===== src/rtl/fft_addr_gen.sv =====
// Radix-2 FFT butterfly address generator.
// Walks LOG2N stages of N/2 butterflies each. For every butterfly it presents
// the two sample addresses and the twiddle exponent through a valid/ready
// handshake. Optional idle gaps separate the stages. All outputs come straight
// from flops, so there is no combinational path from out_ready to any output.
module fft_addr_gen #(
   parameter int LOG2N     = 5,
   parameter int STAGE_GAP = 2
) (
   input  logic             clk,
   input  logic             reset,
   input  logic             start,
   input  logic             inv,
   input  logic             out_ready,
   output logic             out_valid,
   output logic [LOG2N-1:0] addr_a,
   output logic [LOG2N-1:0] addr_b,
   output logic [LOG2N-1:0] n,
   output logic [2:0]       stage,
   output logic             e_start,
   output logic             inv_o,
   output logic             busy,
   output logic             done
);

   localparam int               JW       = LOG2N - 1;
   localparam logic [JW-1:0]    J_ZERO   = JW'(1'b0);
   localparam logic [JW-1:0]    J_ONE    = JW'(1'b1);
   localparam logic [JW-1:0]    J_LAST   = {JW{1'b1}};
   localparam logic [2:0]       S_LAST   = 3'(LOG2N - 1);
   localparam logic [3:0]       GAP_LOAD = 4'(STAGE_GAP - 1);
   localparam logic [LOG2N-1:0] A_ONE    = LOG2N'(1'b1);

   typedef enum logic [1:0] {IDLE, ISSUE, GAP, FIN} state_t;

   state_t           state_q, state_d;
   logic [JW-1:0]    j_q, j_d;
   logic [2:0]       stage_q, stage_d;
   logic [3:0]       gap_q, gap_d;
   logic             valid_q, valid_d;
   logic             estart_q, estart_d;
   logic             inv_q, inv_d;
   logic             busy_q, busy_d;
   logic             done_q, done_d;
   logic [LOG2N-1:0] addr_a_q, addr_a_d;
   logic [LOG2N-1:0] addr_b_q, addr_b_d;
   logic [LOG2N-1:0] n_q, n_d;

   // Upper-leg address: group index moved up one bit past the half span,
   // position within the group kept in the low s bits.
   function automatic logic [LOG2N-1:0] calc_addr_a(input logic [2:0] s, input logic [JW-1:0] jj);
      logic [LOG2N-1:0] jx;
      logic [LOG2N-1:0] mask;
      jx   = {1'b0, jj};
      mask = ~({LOG2N{1'b1}} << s);
      return (((jx >> s) << (s + 3'd1)) | (jx & mask));
   endfunction

   // Twiddle exponent: position within the group scaled to the N-point circle.
   function automatic logic [LOG2N-1:0] calc_n(input logic [2:0] s, input logic [JW-1:0] jj);
      logic [LOG2N-1:0] jx;
      logic [LOG2N-1:0] mask;
      jx   = {1'b0, jj};
      mask = ~({LOG2N{1'b1}} << s);
      return ((jx & mask) << (S_LAST - s));
   endfunction

   // Next-state logic: sequencing, handshake and next output values.
   always_comb begin
      state_d  = state_q;
      stage_d  = stage_q;
      j_d      = j_q;
      gap_d    = gap_q;
      inv_d    = inv_q;
      valid_d  = 1'b0;
      estart_d = 1'b0;
      busy_d   = busy_q;
      done_d   = 1'b0;
      addr_a_d = addr_a_q;
      addr_b_d = addr_b_q;
      n_d      = n_q;
      case (state_q)
         IDLE: begin
            busy_d = 1'b0;
            if (start) begin
               state_d  = ISSUE;
               stage_d  = 3'd0;
               j_d      = J_ZERO;
               inv_d    = inv;
               busy_d   = 1'b1;
               valid_d  = 1'b1;
               estart_d = 1'b1;
            end else begin
               state_d = IDLE;
            end
         end
         ISSUE: begin
            busy_d   = 1'b1;
            valid_d  = 1'b1;
            estart_d = estart_q;
            if (out_ready) begin
               estart_d = 1'b0;
               if (j_q == J_LAST) begin
                  j_d = J_ZERO;
                  if (stage_q == S_LAST) begin
                     state_d = FIN;
                     valid_d = 1'b0;
                     done_d  = 1'b1;
                  end else begin
                     stage_d = stage_q + 3'd1;
                     if (STAGE_GAP > 0) begin
                        state_d = GAP;
                        gap_d   = GAP_LOAD;
                        valid_d = 1'b0;
                     end else begin
                        state_d  = ISSUE;
                        estart_d = 1'b1;
                     end
                  end
               end else begin
                  j_d = j_q + J_ONE;
               end
            end else begin
               state_d = ISSUE;
            end
         end
         GAP: begin
            busy_d = 1'b1;
            if (gap_q == 4'd0) begin
               state_d  = ISSUE;
               valid_d  = 1'b1;
               estart_d = 1'b1;
            end else begin
               gap_d = gap_q - 4'd1;
            end
         end
         FIN: begin
            busy_d  = 1'b0;
            state_d = IDLE;
         end
         default: begin
            state_d = IDLE;
            busy_d  = 1'b0;
         end
      endcase
      // Addresses only move when a butterfly is about to be presented, so
      // they hold through stalls, gaps and idle.
      if (state_d == ISSUE) begin
         addr_a_d = calc_addr_a(stage_d, j_d);
         addr_b_d = calc_addr_a(stage_d, j_d) + (A_ONE << stage_d);
         n_d      = calc_n(stage_d, j_d);
      end else begin
         addr_a_d = addr_a_q;
         addr_b_d = addr_b_q;
         n_d      = n_q;
      end
   end

   // State and output registers with synchronous active-low reset.
   always_ff @(posedge clk) begin
      if (!reset) begin
         state_q  <= IDLE;
         stage_q  <= 3'd0;
         j_q      <= J_ZERO;
         gap_q    <= 4'd0;
         valid_q  <= 1'b0;
         estart_q <= 1'b0;
         inv_q    <= 1'b0;
         busy_q   <= 1'b0;
         done_q   <= 1'b0;
         addr_a_q <= {LOG2N{1'b0}};
         addr_b_q <= {LOG2N{1'b0}};
         n_q      <= {LOG2N{1'b0}};
      end else begin
         state_q  <= state_d;
         stage_q  <= stage_d;
         j_q      <= j_d;
         gap_q    <= gap_d;
         valid_q  <= valid_d;
         estart_q <= estart_d;
         inv_q    <= inv_d;
         busy_q   <= busy_d;
         done_q   <= done_d;
         addr_a_q <= addr_a_d;
         addr_b_q <= addr_b_d;
         n_q      <= n_d;
      end
   end

   assign out_valid = valid_q;
   assign addr_a    = addr_a_q;
   assign addr_b    = addr_b_q;
   assign n         = n_q;
   assign stage     = stage_q;
   assign e_start   = estart_q;
   assign inv_o     = inv_q;
   assign busy      = busy_q;
   assign done      = done_q;

endmodule


===== config.mk =====
export PLATFORM = sky130hd
export DESIGN_NAME = fft_addr_gen
export DESIGN_NICKNAME = d
export VERILOG_FILES = /design/src/rtl/fft_addr_gen.sv
export SDC_FILE = /design/constraint.sdc
export NUM_CORES = 1
export LEC_CHECK = 0
export ABC_AREA = 1
export BUFFER_PORTS_ARGS = -buffer_cell sky130_fd_sc_hd__buf_2
export CAP_MARGIN = 20
export CORE_MARGIN = 2
export CORE_UTILIZATION = 38
export CTS_BUF_LIST = sky130_fd_sc_hd__clkbuf_8
export CTS_CLUSTER_SIZE = 14
export DETAILED_ROUTE_END_ITERATION = 8
export PLACE_DENSITY = 0.64
export SLEW_MARGIN = 20
export SYNTH_ARGS = -nofsm -noshare
export SYNTH_HDL_FRONTEND = slang
export SYNTH_SLANG_ARGS = --single-unit
export TNS_END_PERCENT = 100

===== constraint.sdc =====
create_clock -name clk -period 2.91 [get_ports clk]
set_input_delay 0.1455 -clock clk [delete_from_list [all_inputs] [get_ports clk]]
set_output_delay 0.1455 -clock clk [all_outputs]
set_load 0.01 [all_outputs]

# Yosys cells after proc, flatten, opt, wreduce, memory -nomap -nowiden
# Cells that the tools add are included.
# word_totals
reg_bits	33
input_bits	5
output_inout_bits	23
elab_cells	72
# op_classes
n_addsub	6
n_eq_ne	10
shift	5
muxes	29
n_bitwise	3
reduce_logical	7
# ops
cell	n
4-bit 2-to-1 mux	7
4-bit case mux with 2 select lines	2
3-bit 2-to-1 mux	4
5-bit by 3-bit left shift with 5-bit output	2
1-bit case mux with 3 select lines	3
1-bit 2-to-1 mux	8
2-bit != test, second input constant	4
2-bit case mux with 4 select lines	1
3-bit by 1-bit adder with 3-bit output, second input constant	2
2-bit 2-to-1 mux	3
3-bit case mux with 2 select lines	1
5-bit adder	1
4-bit by 5-bit AND with 5-bit output	1
5-bit NOT	1
5-bit bitwise OR	1
5-bit AND reduction	1
1-bit by 3-bit left shift with 5-bit output, first input constant	1
5-bit by 3-bit left shift with 5-bit output, first input constant	1
4-bit by 3-bit right shift with 5-bit output	1
4-bit by 1-bit adder with 4-bit output, second input constant	1
2-bit by 1-bit == test with 1-bit output, second input constant	2
2-bit == test, second input constant	2
4-bit == test, second input constant	1
4-bit zero test	1
other kinds (8)	8

# Logic depth before layout (Yosys ltp)
# logic_depth
ltp_word	10
mapped_depth	25
depth_no_buf	24

# Worst setup path after synthesis
# Ideal clock, no wire load.
# synth_path
path_type	reg-to-reg
from	reg stage_q[0], in the netlist stage[0]
to	reg addr_b_q[4], in the netlist addr_b[4]
setup_time_ps	122
arrival_time_ps	3138
required_time_ps	2788
setup_slack_ps	-350
path_stages_with_launch	22
path_buffers	0
synth_period_minus_slack_ps	3260
cell_sequence	dfxtp_1 inv_1 ha_1 nand2_2 inv_1 nor2_1 nor2_1 nor2_2 nor2_8 ha_1 inv_1 nand3_2 o21ai_1 ha_1 fa_1 nand3_1 nand2_1 xor2_1 inv_1 nand4_1 nand2_1 a21oi_2
# synth_between
elab_chain_len	10
word_cells_on_any_way	21
cone_classes	add/sub: 3; eq/ne: 2; shift: 4; mux: 9; bitwise: 3
# synth_rtl
item	line	rtl
start: declaration	38	logic [2:0] stage_q, stage_d;
start signal: assignment	176	stage_q <= stage_d;
3-bit by 1-bit adder with 3-bit output or 3-bit == test (tied branches)	110, 105	
3-bit 2-to-1 mux	105	if (stage_q == S_LAST) begin
3-bit 2-to-1 mux	103	if (j_q == J_LAST) begin
3-bit 2-to-1 mux	101	if (out_ready) begin
3-bit case mux with 2 select lines *	82	case (state_q)
net stage_d[0]	38	
branches (longest 4 deep; another with 3-bit by 1-bit adder with 3-bit output)	n/a	
5-bit adder *	150	addr_b_d = calc_addr_a(stage_d, j_d) + (A_ONE << stage_d);
end signal: assignment	172	addr_b_q <= {LOG2N{1'b0}};
end signal: assignment	185	addr_b_q <= addr_b_d;
end: declaration	46	logic [LOG2N-1:0] addr_b_q, addr_b_d;
# Mark *: on every way through the listed nets, which the timed path passes.
# A chain may end at the register's enable or synchronous reset.

# Final worst setup path
# layout_path
from	reg state_q[1]
to	reg addr_b_q[4], in the netlist addr_b[4]
# layout_between
elab_chain_len	7
word_cells_on_any_way	20
cone_classes	add/sub: 2; eq/ne: 4; shift: 4; mux: 6; bitwise: 3; reduce/logical: 1
# layout_rtl
item	line	rtl
start: declaration	36	state_t state_q, state_d;
start signal: assignment	175	state_q <= state_d;
2-bit by 1-bit == test with 1-bit output or 2-bit zero test (tied branches)	82	
3-bit case mux with 2 select lines *	82	
net stage_d[0]	38	
branches (longest 4 deep; another with 3-bit by 1-bit adder with 3-bit output)	n/a	
5-bit adder *	150	
# Marked as above.

==> flow_metrics.py <==
metrics = {
    "timing": {
        "setup_violations": 2,
        "period_share_pct": 105,
        "max-slew-margin-rel_pct": 53.3,
        "finClkSkew_ps": 5.11,
        "hold_violations": 0,
        "fin_crit_ps": 3070,
        "worstMarginPinSlew_ps": 700,
        "timing.fmax_mhz": 326,
        "setup_ws_ps": -157,
        "rsz0062_at_grt": "yes",
        "slew_viol_final": 0,
    },
    "cells_and_area": {
        "n_antenna_cell": 0,
        "multiInputGateArea_um2": 1700,
        "area_growth_pct": 53.8,
        "stdcell_area_um2": 3470,
        "drive_above_1_share_pct": 46.4,
        "n_fill_cell": 527,
        "layout.area.seq_um2": 671,
        "final_nets": 445,
        "layout.cells.non_filler": 495,
    },
    "run_status": {
        "violations": "setup timing",
        "status": "finished with violations",
    },
    "worst_hold_path": {
        "hp-start": "inv",
        "hold_class": "input port to flip-flop",
    },
    "clocking": {
        "cts_tree": "done",
        "cts_buffer_depth": 2,
        "ctsRootBufferMaster": "clkbuf_8",
        "hold_buffers": 0,
        "h-tree-depth": 2,
        "cts_buffers": 5,
        "clock-sinks": 33,
        "insertion_delay_ps": 290,
        "path_clk_slew_ps": 70,
    },
    "critical_path": {
        "critical_path_arrival_ps": 3240,
        "crit_path_start_kind": "flip-flop",
        "worstSetupPathType": "flip-flop to flip-flop",
        "crit_path_end": "addr_b[4]$_SDFFE_PN0N_",
        "startpoint": "state_q[1]$_SDFF_PN0_",
        "reg2reg_from": "state_q[1]$_SDFF_PN0_",
        "cp-end-kind": "flip-flop",
        "r2r_end": "addr_b[4]$_SDFFE_PN0N_",
        "crit_required_ps": 3080,
        "r2r_cells": 20,
        "r2r_setup_slack_ps": -160,
        "critPathMaxFanout": 6,
    },
    "yosys": {
        "synth-seq-area-share_pct": 29.3,
        "synth-edff-count": 0,
        "synth_most_common_cell": "nand2_1",
        "yosys_warnings": 0,
        "ys_types": 39,
        "netlist_top_cells_count": "nand2_1, inv_1, dfxtp_1",
        "synthTopCellsByArea": "dfxtp_1, ha_1, nand2_1, inv_1, nand3_1",
        "avgSynthCellArea_um2": 7.10,
        "synth_flop_cell": "dfxtp_1",
        "netlist_area_um2": 2260,
        "yosys.area.top_type": "dfxtp_1",
        "synth-seq-cells": 33,
        "yosys.area.top_type_share_pct": 29.3,
        "synthArstFlopShare_pct": 0,
        "syn-instance-count": 318,
        "syn-num-nets": 344,
    },
    "global_routing": {
        "antenna_found_initial": 0,
        "grt_pass1_vias": 2289,
        "grt_max_degree": 21,
        "grt_usage_pct": 20.2,
        "grt_pass1_wl_um": 10300,
        "grt_overflow": 0,
    },
    "run": {
        "maxCapViolations": 0,
    },
    "route": {
        "drtIter0Drc": 135,
        "wl_per_cell_um": 13.3,
        "firstDrtPassIters": 4,
        "drc": 0,
        "ant_nets": 0,
        "num_vias": 2481,
        "via_per_inst": 5.01,
        "wl_um": 6580,
    },
    "die": {
        "io_pins": 28,
        "dieArea_um2": 6570,
        "start_util_pct": 38.8,
        "fp-row-count": 28,
        "die_w_um": 81.1,
        "core_um2": 5820,
        "die_h_um": 81.1,
    },
    "place": {
        "dp_slack_ps": -125,
        "gp_congestion": 0.846,
        "post-place-cells": 472,
        "io_buffers": 27,
        "placed_area_um2": 2990,
        "dp_hpwl_um": 4590,
    },
    "power_and_ir_drop": {
        "p_leak_uw": 0.00165,
        "max-vdd-ir-drop_v": 0.000173,
        "cellPowerDensity_nw_per_um2": 326,
    },
}
flip-flops by register name, indices dropped and copies added (netlist names):
register and flops:
busy 1, out_valid 1, inv_o 1, gap_q 4
j_q 4, state_q 2, n 5, e_start 1
done 1, stage 3, addr_b 5, addr_a 5
area by class of cell:
type | count | area share, %
clock buffers | 6 | 2.38
clock inverters | 2 | 0.973
inverters | 47 | 5.69
multi-input cells | 232 | 48.8
flip-flops and latches | 33 | 19.3
well taps | 75 | 2.70
repair buffers | 100 | 20.1
critical path, stage by stage (launching register included):
cell and delay [ps]:
dfxtp_2 340, inv_4 80, ha_4 190, inv_4 60
nand2_4 90, nand4_1 140, nor2_4 190, nor2_8 50
ha_4 290, clkinvlp_4 160, nand3_4 110, o21ai_4 80
ha_4 170, fa_2 390, nand3_2 100, nand2_2 60
xor2_2 180, inv_1 60, nand4_1 70, nand2_1 100
a21oi_2 50
cell usage in the layout (no fill, tap or decap), drive strengths merged, types with 2 or more instances in the layout:
cell type	instances
buf	100
o21bai	4
o211ai	3
o22ai	4
nor2	27
a21oi	20
dfxtp	33
nand2	82
nand4	3
nand3	28
ha	20
o21ai	28
clkbuf	6
inv	46
nor3	4
xor2	2
layer usage:
metal,track usage [%],vias up,part of all wire (%)
li1,-,1237,-
met1,23.3,1142,42
met2,37.3,80,51
met3,3.89,22,4.3
met4,6.78,0,2.8
met5,0,-,0
worst min path at each step:
stage | to | slack (ps) | depth (start not counted)
2_1_floorplan | inv_o$_SDFFE_PN0P_ | 300 | 2
6_report | inv_o$_SDFFE_PN0P_ | 110 | 3
4_1_cts | inv_o$_SDFFE_PN0P_ | 110 | 3
5_1_grt | inv_o$_SDFFE_PN0P_ | 130 | 3
3_5_place_dp | inv_o$_SDFFE_PN0P_ | 420 | 3
3_3_place_gp | inv_o$_SDFFE_PN0P_ | 410 | 3
metrics by stage:
stage | util [%] | hold WS (ps) | setup TNS (ps) | power, uW
after floorplan | - | 297 | 0 | 593
after global placement | 51.4 | 408 | -53.5 | 661
after detailed placement | 51.4 | 416 | -146 | 665
after CTS | 55.3 | 107 | 0 | 1130
after global routing | 59.7 | 126 | -678 | 1180
final | 59.7 | 109 | -245 | 1130
cells by family after synthesis:
| group | share of synthesized area (%) |
|---|---|
| buffers and inverters | 9.26 |
| adder cells (fa/ha/maj) | 12.0 |
| XOR/XNOR | 1.16 |
| AND/OR/NAND/NOR | 32.3 |
| flip-flops | 29.3 |
| AO/OA/AOI/OAI | 16.1 |
report_power, final:
part           switching (uW)  total [uW]  internal [uW]
Sequential               10.1         481            471
Combinational             111         196           85.7
Clock                     178         454            276
Total                     299        1130            832
repair_timing:
| item | CTS | global route |
|---|---|---|
| gates resized for setup | 20 | 36 |
| pin swaps | 9 | 39 |
| setup endpoints to repair | 3 | 4 |
| buffers inserted | 3 | 12 |
| gates cloned | 0 | 0 |
(Power assumes the default switching activity.)
